[config.mk]
export PLATFORM = sky130hd
export DESIGN_NAME = branch_sequencer
export DESIGN_NICKNAME = d
export VERILOG_FILES = /design/src/rtl/branch_sequencer.sv
export SDC_FILE = /design/constraint.sdc
export NUM_CORES = 1
export LEC_CHECK = 0
export BUFFER_PORTS_ARGS = -buffer_cell sky130_fd_sc_hd__buf_2
export CAP_MARGIN = 20
export CORE_ASPECT_RATIO = 1.25
export CORE_MARGIN = 5
export CORE_UTILIZATION = 45
export CTS_BUF_LIST = sky130_fd_sc_hd__clkbuf_8
export CTS_CLUSTER_DIAMETER = 200
export CTS_CLUSTER_SIZE = 40
export DETAILED_ROUTE_END_ITERATION = 16
export PLACE_DENSITY_LB_ADDON = 0.08
export SLEW_MARGIN = 0
export SYNTH_ARGS = -nofsm -noshare
export SYNTH_HDL_FRONTEND = slang
export SYNTH_SLANG_ARGS = --single-unit
[constraint.sdc]
create_clock -name clk -period 2.64 [get_ports clk]
set_clock_uncertainty 0.05 [all_clocks]
set_input_delay 0.396 -clock clk [delete_from_list [all_inputs] [get_ports clk]]
set_output_delay 0.396 -clock clk [all_outputs]
set_load 0.01 [all_outputs]
[src/rtl/branch_sequencer.sv]
// Program-counter sequencer with a two-state fetch/operand FSM for conditional jumps.
// A jump instruction moves to OPER; the operand byte is then either loaded into pc or skipped.
module branch_sequencer (
    input  logic       clk,
    input  logic       rst,
    input  logic       en,
    input  logic [7:0] flg_in,
    input  logic       flg_we,
    input  logic       jmp_req,
    input  logic [2:0] cond,
    input  logic       cond_inv,
    input  logic [7:0] imm,
    output logic [7:0] pc,
    output logic [7:0] flags,
    output logic       taken,
    output logic       busy
);

    typedef enum logic {
        ST_RUN  = 1'b0,
        ST_OPER = 1'b1
    } state_t;

    state_t     r_state;
    logic [7:0] r_pc;
    logic [7:0] r_flags;
    logic       r_taken;
    logic       r_busy;
    logic [2:0] r_cond;
    logic       r_cond_inv;

    logic [7:0] w_pc_inc;
    logic       w_hit;

    assign w_pc_inc = r_pc + 8'd1;
    // Evaluated against the registered flags, so a same-edge flag write is not seen.
    assign w_hit    = r_flags[r_cond] ^ r_cond_inv;

    always_ff @(posedge clk) begin
        if (rst) begin
            r_state    <= ST_RUN;
            r_pc       <= 8'h00;
            r_flags    <= 8'h40;
            r_taken    <= 1'b0;
            r_busy     <= 1'b0;
            r_cond     <= 3'd0;
            r_cond_inv <= 1'b0;
        end else begin
            // Bit6 is the "always" flag and bit7 the "never" flag.
            if (flg_we) begin
                r_flags <= {1'b0, 1'b1, flg_in[5:0]};
            end
            r_taken <= 1'b0;
            if (en) begin
                case (r_state)
                    ST_RUN: begin
                        r_pc <= w_pc_inc;
                        if (jmp_req) begin
                            r_cond     <= cond;
                            r_cond_inv <= cond_inv;
                            r_state    <= ST_OPER;
                            r_busy     <= 1'b1;
                        end
                    end
                    ST_OPER: begin
                        if (w_hit) begin
                            r_pc    <= imm;
                            r_taken <= 1'b1;
                        end else begin
                            r_pc <= w_pc_inc;
                        end
                        r_state <= ST_RUN;
                        r_busy  <= 1'b0;
                    end
                    default: begin
                        r_state <= ST_RUN;
                        r_busy  <= 1'b0;
                    end
                endcase
            end
        end
    end

    assign pc    = r_pc;
    assign flags = r_flags;
    assign taken = r_taken;
    assign busy  = r_busy;

endmodule
==> reports/metrics.yaml, run 1 <==
number_of_clock_buffers_inserted_by_tritoncts: 3
synth-edff-count: 0
synth_top_area_frac: 0.4010
max_cap_viol_count: 0
synth_area_per_cell_um2: 8.962
post_cts_hold_buffer_count: 0
syn_area_mm2: 0.001049
post_synth_num_cell_types: 31
rows: 19
finalCriticalPeriod_ns: 1.936
floorplan.die.height_um: 63.97
wire_per_inst_um: 12.87
final_net_count: 176
firstDrtPassIters: 4
min-delay-start: "cond[2]"
drt_iter0_markers: 34
floorplan.initialDensity: 0.4743
ys_async_sr_fraction: 0
wirelength_um: 2316
vias_per_cell: 5.289
placed_cells_incl_taps: 176
final_layout_size_suffix_gt1_frac: 0.3020
drc_markers: 0
largest_net_degree_at_the_start_of_global_routing: 25
fmax_ghz: 0.5165
first_global_vias: 917
clock_tree.root_cell: "sky130_fd_sc_hd__clkbuf_8"
antenna_cells: 0
portbufs: 38
timing.critical_path.from: "r_cond[1]$_SDFFE_PP0P_"
synthFlopType: "sky130_fd_sc_hd__dfxtp_1"
crit_fanout: 19
area_growth_pct: 20.29
ir_drop_uv: 412.3
multi_input_comb_area_um2: 563.0
ys_seq_elements: 21
antenna_found_initial: 0
synth_top_area_cell: "sky130_fd_sc_hd__dfxtp_1"
final-hold-violation-count: 0
ys_seq_area_frac: 0.4010
crit_path_start_kind: "flop"
setup_viol_count_final: 0
mostFrequentLayoutCell: "sky130_fd_sc_hd__buf_2"
cts-htree-levels: 1
post_cts_buffers: 0
grt_use_total: 0.1441
area.sequential_um2: 420.4
worst_setup_path_end_kind: "flop"
most-common-layout-cells: "38 x sky130_fd_sc_hd__buf_2, 21 x sky130_fd_sc_hd__dfxtp_1, 14 x sky130_fd_sc_hd__nor2_1"
rr_startpoint: "r_cond[1]$_SDFFE_PP0P_"
globalRouteOverflowTotal: 0
cts_num_sinks: 21
power.density_cell_area_mw_per_mm2: 515.3
dpl.hpwl_um: 1693
dieArea_mm2: 0.003402
path_class: "flop to flop"
worst_ep_required_time_ns: 2.77
finalSetupTns_ns: 0
count_of_synthesis_stage_warnings_from_yosys: 0
number_of_non_filler_instances_in_the_completed_layout: 180
synth_nets: 143
layout_worst_path_cycle_share: 0.7333
class_of_the_tightest_hold_or_removal_check: "primary input to flop"
clock_pin_slew_on_the_worst_setup_and_hold_paths_ns: 0.07
ant_nets: 0
route.vias.total: 952
cts_max_path_buffers: 2
insertion_delay_ns: 0.26
number_of_placed_i_o_pins: 43
most_area_consuming_cells_after_synthesis: "sky130_fd_sc_hd__dfxtp_1 40%, sky130_fd_sc_hd__mux2i_1 12%, sky130_fd_sc_hd__nor2_1 5.0%"
worstPathArrival_ns: 2.06
cts.repair.resized: 0
totalPowerFinal_w: 0.0006499
outcome: "completed"
grt_first_pass_wirelength_um: 3760
rsz0062_at_grt: "no"
core_area_mm2: 0.002211
place_congestion: 0.6905
synth_instances: 117
timing.final.max_slew_violations: 0
die_w_um: 53.18
leakagePower_nw: 0.5826
fillers: 223
tritoncts: "yes"
[cells by family after synthesis]
group | synth area share
flops | 0.4010
simple gates | 0.2291
mux | 0.1599
other cells | 0.007163
buf+inv | 0.06204
fa+ha+maj | 0.01193
compound gates | 0.1289
[sequential cells by signal, summed over array words and instances (netlist names)]
signal	count
r_cond_inv	1
busy	1
r_state	1
pc	8
r_cond	3
flags	6
taken	1
[critical path, cell delays in order, from the launching register on]
cell,delay [ns]
sky130_fd_sc_hd__dfxtp_1,0.43
sky130_fd_sc_hd__mux2i_1,0.11
sky130_fd_sc_hd__mux4_2,0.48
sky130_fd_sc_hd__mux2_4,0.42
sky130_fd_sc_hd__mux2i_1,0.15
sky130_fd_sc_hd__a211oi_1,0.22
[per-stage QoR]
step / setup WS (ns) / instance area [um2] / hold slack, ns / util
global route: 0.6290 / 1261 / 0.3373 / 0.5705
floorplan: 0.8090 / 1049 / 0.4219 / -
CTS: 0.6859 / 1261 / 0.3211 / 0.5705
detailed placement: 0.7140 / 1216 / 0.4575 / 0.5501
finish: 0.7040 / 1261 / 0.3184 / 0.5705
global placement: 0.7387 / 1216 / 0.4404 / 0.5501
[final cells by class]
| type | count | area share |
|---|---|---|
| multi-input combinational | 85 | 0.4464 |
| sequential | 21 | 0.3333 |
| clock inverter | 1 | 0.002976 |
| tap | 31 | 0.03075 |
| inverter | 1 | 0.002976 |
| clock buffer | 3 | 0.03274 |
| timing repair buffer | 38 | 0.1508 |
[per-layer routing]
metal / vias to the layer above / track usage / wire length [um]
met1: 448 / 0.1463 / 935
li1: 474 / - / -
met2: 26 / 0.2717 / 1207
met3: 4 / 0.03256 / 139
met5: - / 0 / 0
met4: 0 / 0.05751 / 33
[where the power goes]
group          switching (W)  internal, W  total [W]
Sequential         0.0000155     0.000333   0.000349
Combinational      0.0000487    0.0000483  0.0000970
Clock               0.000101     0.000104   0.000204
Total               0.000165     0.000485   0.000650
[worst paths after layout]
check	endpoint	slack (ns)	cells after the start
hold / removal	r_cond[2]$_SDFFE_PP0P_	0.32	3
setup reg to reg	pc[1]$_SDFFE_PP0P_	0.70	5
setup / recovery	pc[1]$_SDFFE_PP0P_	0.70	5
hold reg to reg	r_state$_SDFFE_PP0P_	0.47	2
[synth_stat cells, types with 3 or more instances]
cell type                   instances
sky130_fd_sc_hd__a31oi_1            3
sky130_fd_sc_hd__clkbuf_1           5
sky130_fd_sc_hd__nand2_1           11
sky130_fd_sc_hd__a21oi_1            4
sky130_fd_sc_hd__nor3_1             5
sky130_fd_sc_hd__dfxtp_1           21
sky130_fd_sc_hd__mux2i_1           13
sky130_fd_sc_hd__nand3_1            4
sky130_fd_sc_hd__a2bb2oi_1          5
sky130_fd_sc_hd__nand3b_1           4
sky130_fd_sc_hd__nor2_1            14
Note: power is estimated with default switching activity, not from simulation.
==> run 2: changes to the inputs <==
--- a/config.mk
+++ b/config.mk
@@ -9,7 +9,7 @@
 export CAP_MARGIN = 20
 export CORE_ASPECT_RATIO = 1.25
 export CORE_MARGIN = 5
-export CORE_UTILIZATION = 45
+export CORE_UTILIZATION = 44
 export CTS_BUF_LIST = sky130_fd_sc_hd__clkbuf_8
 export CTS_CLUSTER_DIAMETER = 200
 export CTS_CLUSTER_SIZE = 40
==> constraint.sdc (replaced) <==
create_clock -name clk -period 1.6 [get_ports clk]
set_clock_uncertainty 0.05 [all_clocks]
set_input_delay 0.24 -clock clk [delete_from_list [all_inputs] [get_ports clk]]
set_output_delay 0.24 -clock clk [all_outputs]
set_load 0.01 [all_outputs]
==> reports/metrics.yaml, run 2 (synthesis results as in run 1) <==
area.sequential_um2: 424.2
leakagePower_nw: 0.6248
multi_input_comb_area_um2: 593.1
grt_first_pass_wirelength_um: 4126
hold-path-cell-count: 3
finalSetupTns_ns: -1.654
floorplan.die.height_um: 64.58
globalRouteOverflowTotal: 0
wirelength_um: 2546
ir_drop_uv: 588.0
critical_path_cell_count: 4
insertion_delay_ns: 0.26
fillers: 240
rows: 19
crit_chain: "nand2b_4 > mux4_2 > mux2_4 > o311a_1"
r2r_slack_ns: -0.23
largest_net_degree_at_the_start_of_global_routing: 25
post_cts_hold_buffer_count: 0
number_of_placed_i_o_pins: 43
floorplan.initialDensity: 0.4692
drt_iter0_markers: 13
clock_tree.root_cell: "sky130_fd_sc_hd__clkbuf_8"
wire_per_inst_um: 13.47
layout_worst_path_cycle_share: 1.141
final_net_count: 185
largest_register_ff_count: 8
crit_path_start_kind: "flop"
class_of_the_tightest_hold_or_removal_check: "primary input to flop"
place_congestion: 0.7008
final_critical_path_setup_slack_ns: -0.2261
setup_viol_count_final: 9
antenna_found_initial: 0
ant_nets: 0
first_global_vias: 940
crit_slowest_cell: "sky130_fd_sc_hd__mux4_2"
path_class: "flop to flop"
totalPowerFinal_w: 0.001103
antenna_cells: 0
cts-htree-levels: 1
cts_num_sinks: 21
worst_setup_path_end_kind: "flop"
cts_max_path_buffers: 2
core_area_mm2: 0.002235
mostFrequentLayoutCell: "sky130_fd_sc_hd__buf_2"
die_w_um: 53.66
area_growth_pct: 28.64
hold_slack_ns: 0.1588
max_stage_delay_ns: 0.52
outcome: "finished with violations"
crit_fanout: 5
dieArea_mm2: 0.003465
rsz0062_at_grt: "yes"
drc_markers: 0
grt_use_total: 0.1590
final_layout_size_suffix_gt1_frac: 0.3608
violations: "setup timing"
most-common-layout-cells: "38 x sky130_fd_sc_hd__buf_2, 20 x sky130_fd_sc_hd__dfxtp_1, 14 x sky130_fd_sc_hd__nor2_1"
timing.final.max_slew_violations: 0
firstDrtPassIters: 4
worst_ep_required_time_ns: 1.70
final-hold-violation-count: 0
number_of_clock_buffers_inserted_by_tritoncts: 3
crit_family: "multiplexers"
final_cell_area_mm2: 0.001349
finalCriticalPeriod_ns: 1.826
fmax_ghz: 0.5476
power.density_cell_area_mw_per_mm2: 817.9
worstPathArrival_ns: 1.93
route.vias.total: 984
critPathBufInv: 0
portbufs: 38
max_cap_viol_count: 0
dpl.hpwl_um: 1735
placed_cells_incl_taps: 183
rr_worst_depth: 4
number_of_non_filler_instances_in_the_completed_layout: 189
dpl_cell_area_mm2: 0.001270
vias_per_cell: 5.206
tritoncts: "yes"
clock_pin_slew_on_the_worst_setup_and_hold_paths_ns: 0.08
-- run 2: per-stage QoR --
stage / util / setup slack (ns)
floorplan: - / -0.2128
global placement: 0.5683 / -0.2055
detailed placement: 0.5683 / -0.2250
CTS: 0.5991 / -0.2312
global route: 0.6036 / -0.2986
finish: 0.6036 / -0.2261
-- run 2: final timing paths --
check	to	startpoint
worst max-delay path	pc[0]$_SDFFE_PP0P_	r_cond[1]$_SDFFE_PP0P_
worst min-delay path	flags[5]$_SDFFE_PP0P_	flg_in[5]
worst max register to register	pc[0]$_SDFFE_PP0P_	r_cond[1]$_SDFFE_PP0P_
worst min register to register	r_state$_SDFFE_PP0P_	r_state$_SDFFE_PP0P_
-- run 2: power by group --
group | leakage [nW] | total (W) | internal, W | switching (W)
logic | 0.427 | 0.000182 | 0.0000956 | 0.0000868
clock network | 0.0255 | 0.000346 | 0.000173 | 0.000173
registers | 0.173 | 0.000575 | 0.000549 | 0.0000258
-- run 2: area by class of cell --
class                           count  area share
Clock buffer                        3     0.03061
Inverter                            1    0.002783
Sequential cell                    21      0.3145
Clock inverter                      1    0.003711
Multi-Input combinational cell     87      0.4397
Timing Repair Buffer               45      0.1800
Tap cell                           31     0.02876
-- run 2: what timing repair did --
action	4_1_cts	5_1_grt
endpoints found under the setup margin	9	9
endpoints found under the hold margin	0	0
cloned	2	0
pin swaps	0	2
gates resized for setup	0	2
setup buffers	0	0
-- run 2: per-layer routing --
layer | global-route usage | routed length, um | up-vias
li1 | - | - | 497
met1 | 0.1782 | 991 | 458
met2 | 0.2833 | 1367 | 27
met3 | 0.04817 | 171 | 2
met4 | 0.03834 | 17 | 0
met5 | 0 | 0 | -
-- run 2: worst register-to-register path: cells and delay by family (launching register included) --
family	cells	cell delay [ns]
flip-flops	1	0.37
multiplexers	2	0.89
AND/OR/NAND/NOR	1	0.13
AO/OA/AOI/OAI	1	0.29
==> run 3: changes to the inputs <==
--- a/config.mk
+++ b/config.mk
@@ -8,7 +8,6 @@
 export BUFFER_PORTS_ARGS = -buffer_cell sky130_fd_sc_hd__buf_2
 export CAP_MARGIN = 20
 export CORE_ASPECT_RATIO = 1.25
-export CORE_MARGIN = 5
 export CORE_UTILIZATION = 44
 export CTS_BUF_LIST = sky130_fd_sc_hd__clkbuf_8
 export CTS_CLUSTER_DIAMETER = 200
==> reports/metrics.yaml, run 3 (synthesis results as in run 1) <==
class_of_the_tightest_hold_or_removal_check: "primary input to flop"
clock_pin_slew_on_the_worst_setup_and_hold_paths_ns: 0.08
finalCoreUtilization: 0.6137
fillers: 244
cts_num_sinks: 21
totalPowerFinal_w: 0.001105
finalCriticalPeriod_ns: 1.821
route.vias.total: 987
area_growth_pct: 30.79
number_of_placed_i_o_pins: 43
floorplan.initialDensity: 0.4692
largest_register_ff_count: 8
cts-htree-levels: 1
crit_slowest_cell: "sky130_fd_sc_hd__mux4_2"
route.met2.wl_um: 1144
worst_setup_path_end_kind: "flop"
most-common-layout-cells: "38 x sky130_fd_sc_hd__buf_2, 20 x sky130_fd_sc_hd__dfxtp_1, 14 x sky130_fd_sc_hd__nor2_1"
critPathBufInv: 0
drc_markers: 0
ant_nets: 0
power.density_cell_area_mw_per_mm2: 806.0
number_of_non_filler_instances_in_the_completed_layout: 190
outcome: "finished with violations"
highest_layer: "met4"
first_global_vias: 869
timing.final.max_slew_violations: 0
r2r_slack_ns: -0.22
final_layout_size_suffix_gt1_frac: 0.3711
place_congestion: 0.7596
largest_net_degree_at_the_start_of_global_routing: 18
final-hold-violation-count: 0
clock_tree.root_cell: "sky130_fd_sc_hd__clkbuf_8"
antenna_found_initial: 0
final_critical_path_setup_slack_ns: -0.2208
max_cap_viol_count: 0
wire_per_inst_um: 11.95
rows: 19
number_of_clock_buffers_inserted_by_tritoncts: 3
leakagePower_nw: 0.6399
route.met3.wl_um: 87
grt_first_pass_wirelength_um: 3774
wirelength_um: 2270
worstPathArrival_ns: 1.95
firstDrtPassIters: 4
dpl.hpwl_um: 1588
placed_cells_incl_taps: 184
antenna_cells: 0
setup_viol_count_final: 9
violations: "setup timing"
worst_ep_required_time_ns: 1.73
crit_family: "multiplexers"
tritoncts: "yes"
grt_use_total: 0.1960
ir_drop_uv: 675.8
place_worst_setup_slack_ns: -0.2276
drt-met1-wl_um: 1021
path_class: "flop to flop"
portbufs: 38
rsz0062_at_grt: "yes"
mostFrequentLayoutCell: "sky130_fd_sc_hd__buf_2"
crit_chain: "nand2b_4 > mux4_2 > mux2_4 > mux2i_1 > a211oi_1"
cts_max_path_buffers: 2
insertion_delay_ns: 0.25
layout_worst_path_cycle_share: 1.138
dieArea_mm2: 0.002583
floorplan.die.height_um: 56.58
die_w_um: 45.66
vias_per_cell: 5.195
core_area_mm2: 0.002235
final_net_count: 186
fmax_ghz: 0.5492
max_stage_delay_ns: 0.52
post_cts_hold_buffer_count: 0
post_cts_buffers: 0
crit_path_start_kind: "flop"
drt_iter0_markers: 17
crit_fanout: 5
globalRouteOverflowTotal: 0
## run 3: changes by cell type in the layout (fill, tap and decap cells not counted), sizes merged
| cell | delta |
|---|---|
| buf | +1 |
## run 3: stage by stage
step	area (um2)	setup TNS, ns	hold slack (ns)
3_5_place_dp	1277	-1.682	0.4265
4_1_cts	1346	-1.691	0.1546
5_1_grt	1371	-2.174	0.1648
3_3_place_gp	1277	-1.387	0.4214
2_1_floorplan	1050	-1.697	0.3338
6_report	1371	-1.581	0.1596
## run 3: layout make-up
type / count / area [um2] / area share
clock buffers: 3 / 41.29 / 0.03011
clock inverters: 1 / 5.005 / 0.003650
inverters: 1 / 3.754 / 0.002737
multi-input cells: 87 / 608.1 / 0.4434
flip-flops and latches: 21 / 424.2 / 0.3093
well taps: 31 / 38.79 / 0.02828
repair buffers: 46 / 250.2 / 0.1825
## run 3: layer usage
layer	global-route usage	up-vias
li1	-	499
met1	0.2530	456
met2	0.3122	30
met3	0.03537	2
met4	0.07792	0
met5	0	-
## run 3: worst paths after layout
path / startpoint / cells past startpoint / to
worst max-delay path: r_cond[1]$_SDFFE_PP0P_ / 5 / pc[1]$_SDFFE_PP0P_
worst max register to register: r_cond[1]$_SDFFE_PP0P_ / 5 / pc[1]$_SDFFE_PP0P_
worst min register to register: r_state$_SDFFE_PP0P_ / 2 / r_state$_SDFFE_PP0P_
worst min-delay path: cond_inv / 3 / r_cond_inv$_SDFFE_PP0P_
## run 3: worst reg2reg max path, stage by stage (launching register included)
cell and delay, ns:
sky130_fd_sc_hd__dfxtp_4 0.37, sky130_fd_sc_hd__nand2b_4 0.13, sky130_fd_sc_hd__mux4_2 0.52, sky130_fd_sc_hd__mux2_4 0.36, sky130_fd_sc_hd__mux2i_1 0.13, sky130_fd_sc_hd__a211oi_1 0.19
## run 3: timing repair
action / 4_1_cts / 5_1_grt
resized for setup: 0 / 5
setup endpoints to repair: 9 / 9
gates cloned: 2 / 0
pin swaps: 0 / 3
## run 3: where the power goes
group          switching [W]  total (W)  internal (W)
registers          0.0000248   0.000574      0.000549
logic              0.0000890   0.000187     0.0000979
clock network       0.000171   0.000345      0.000173
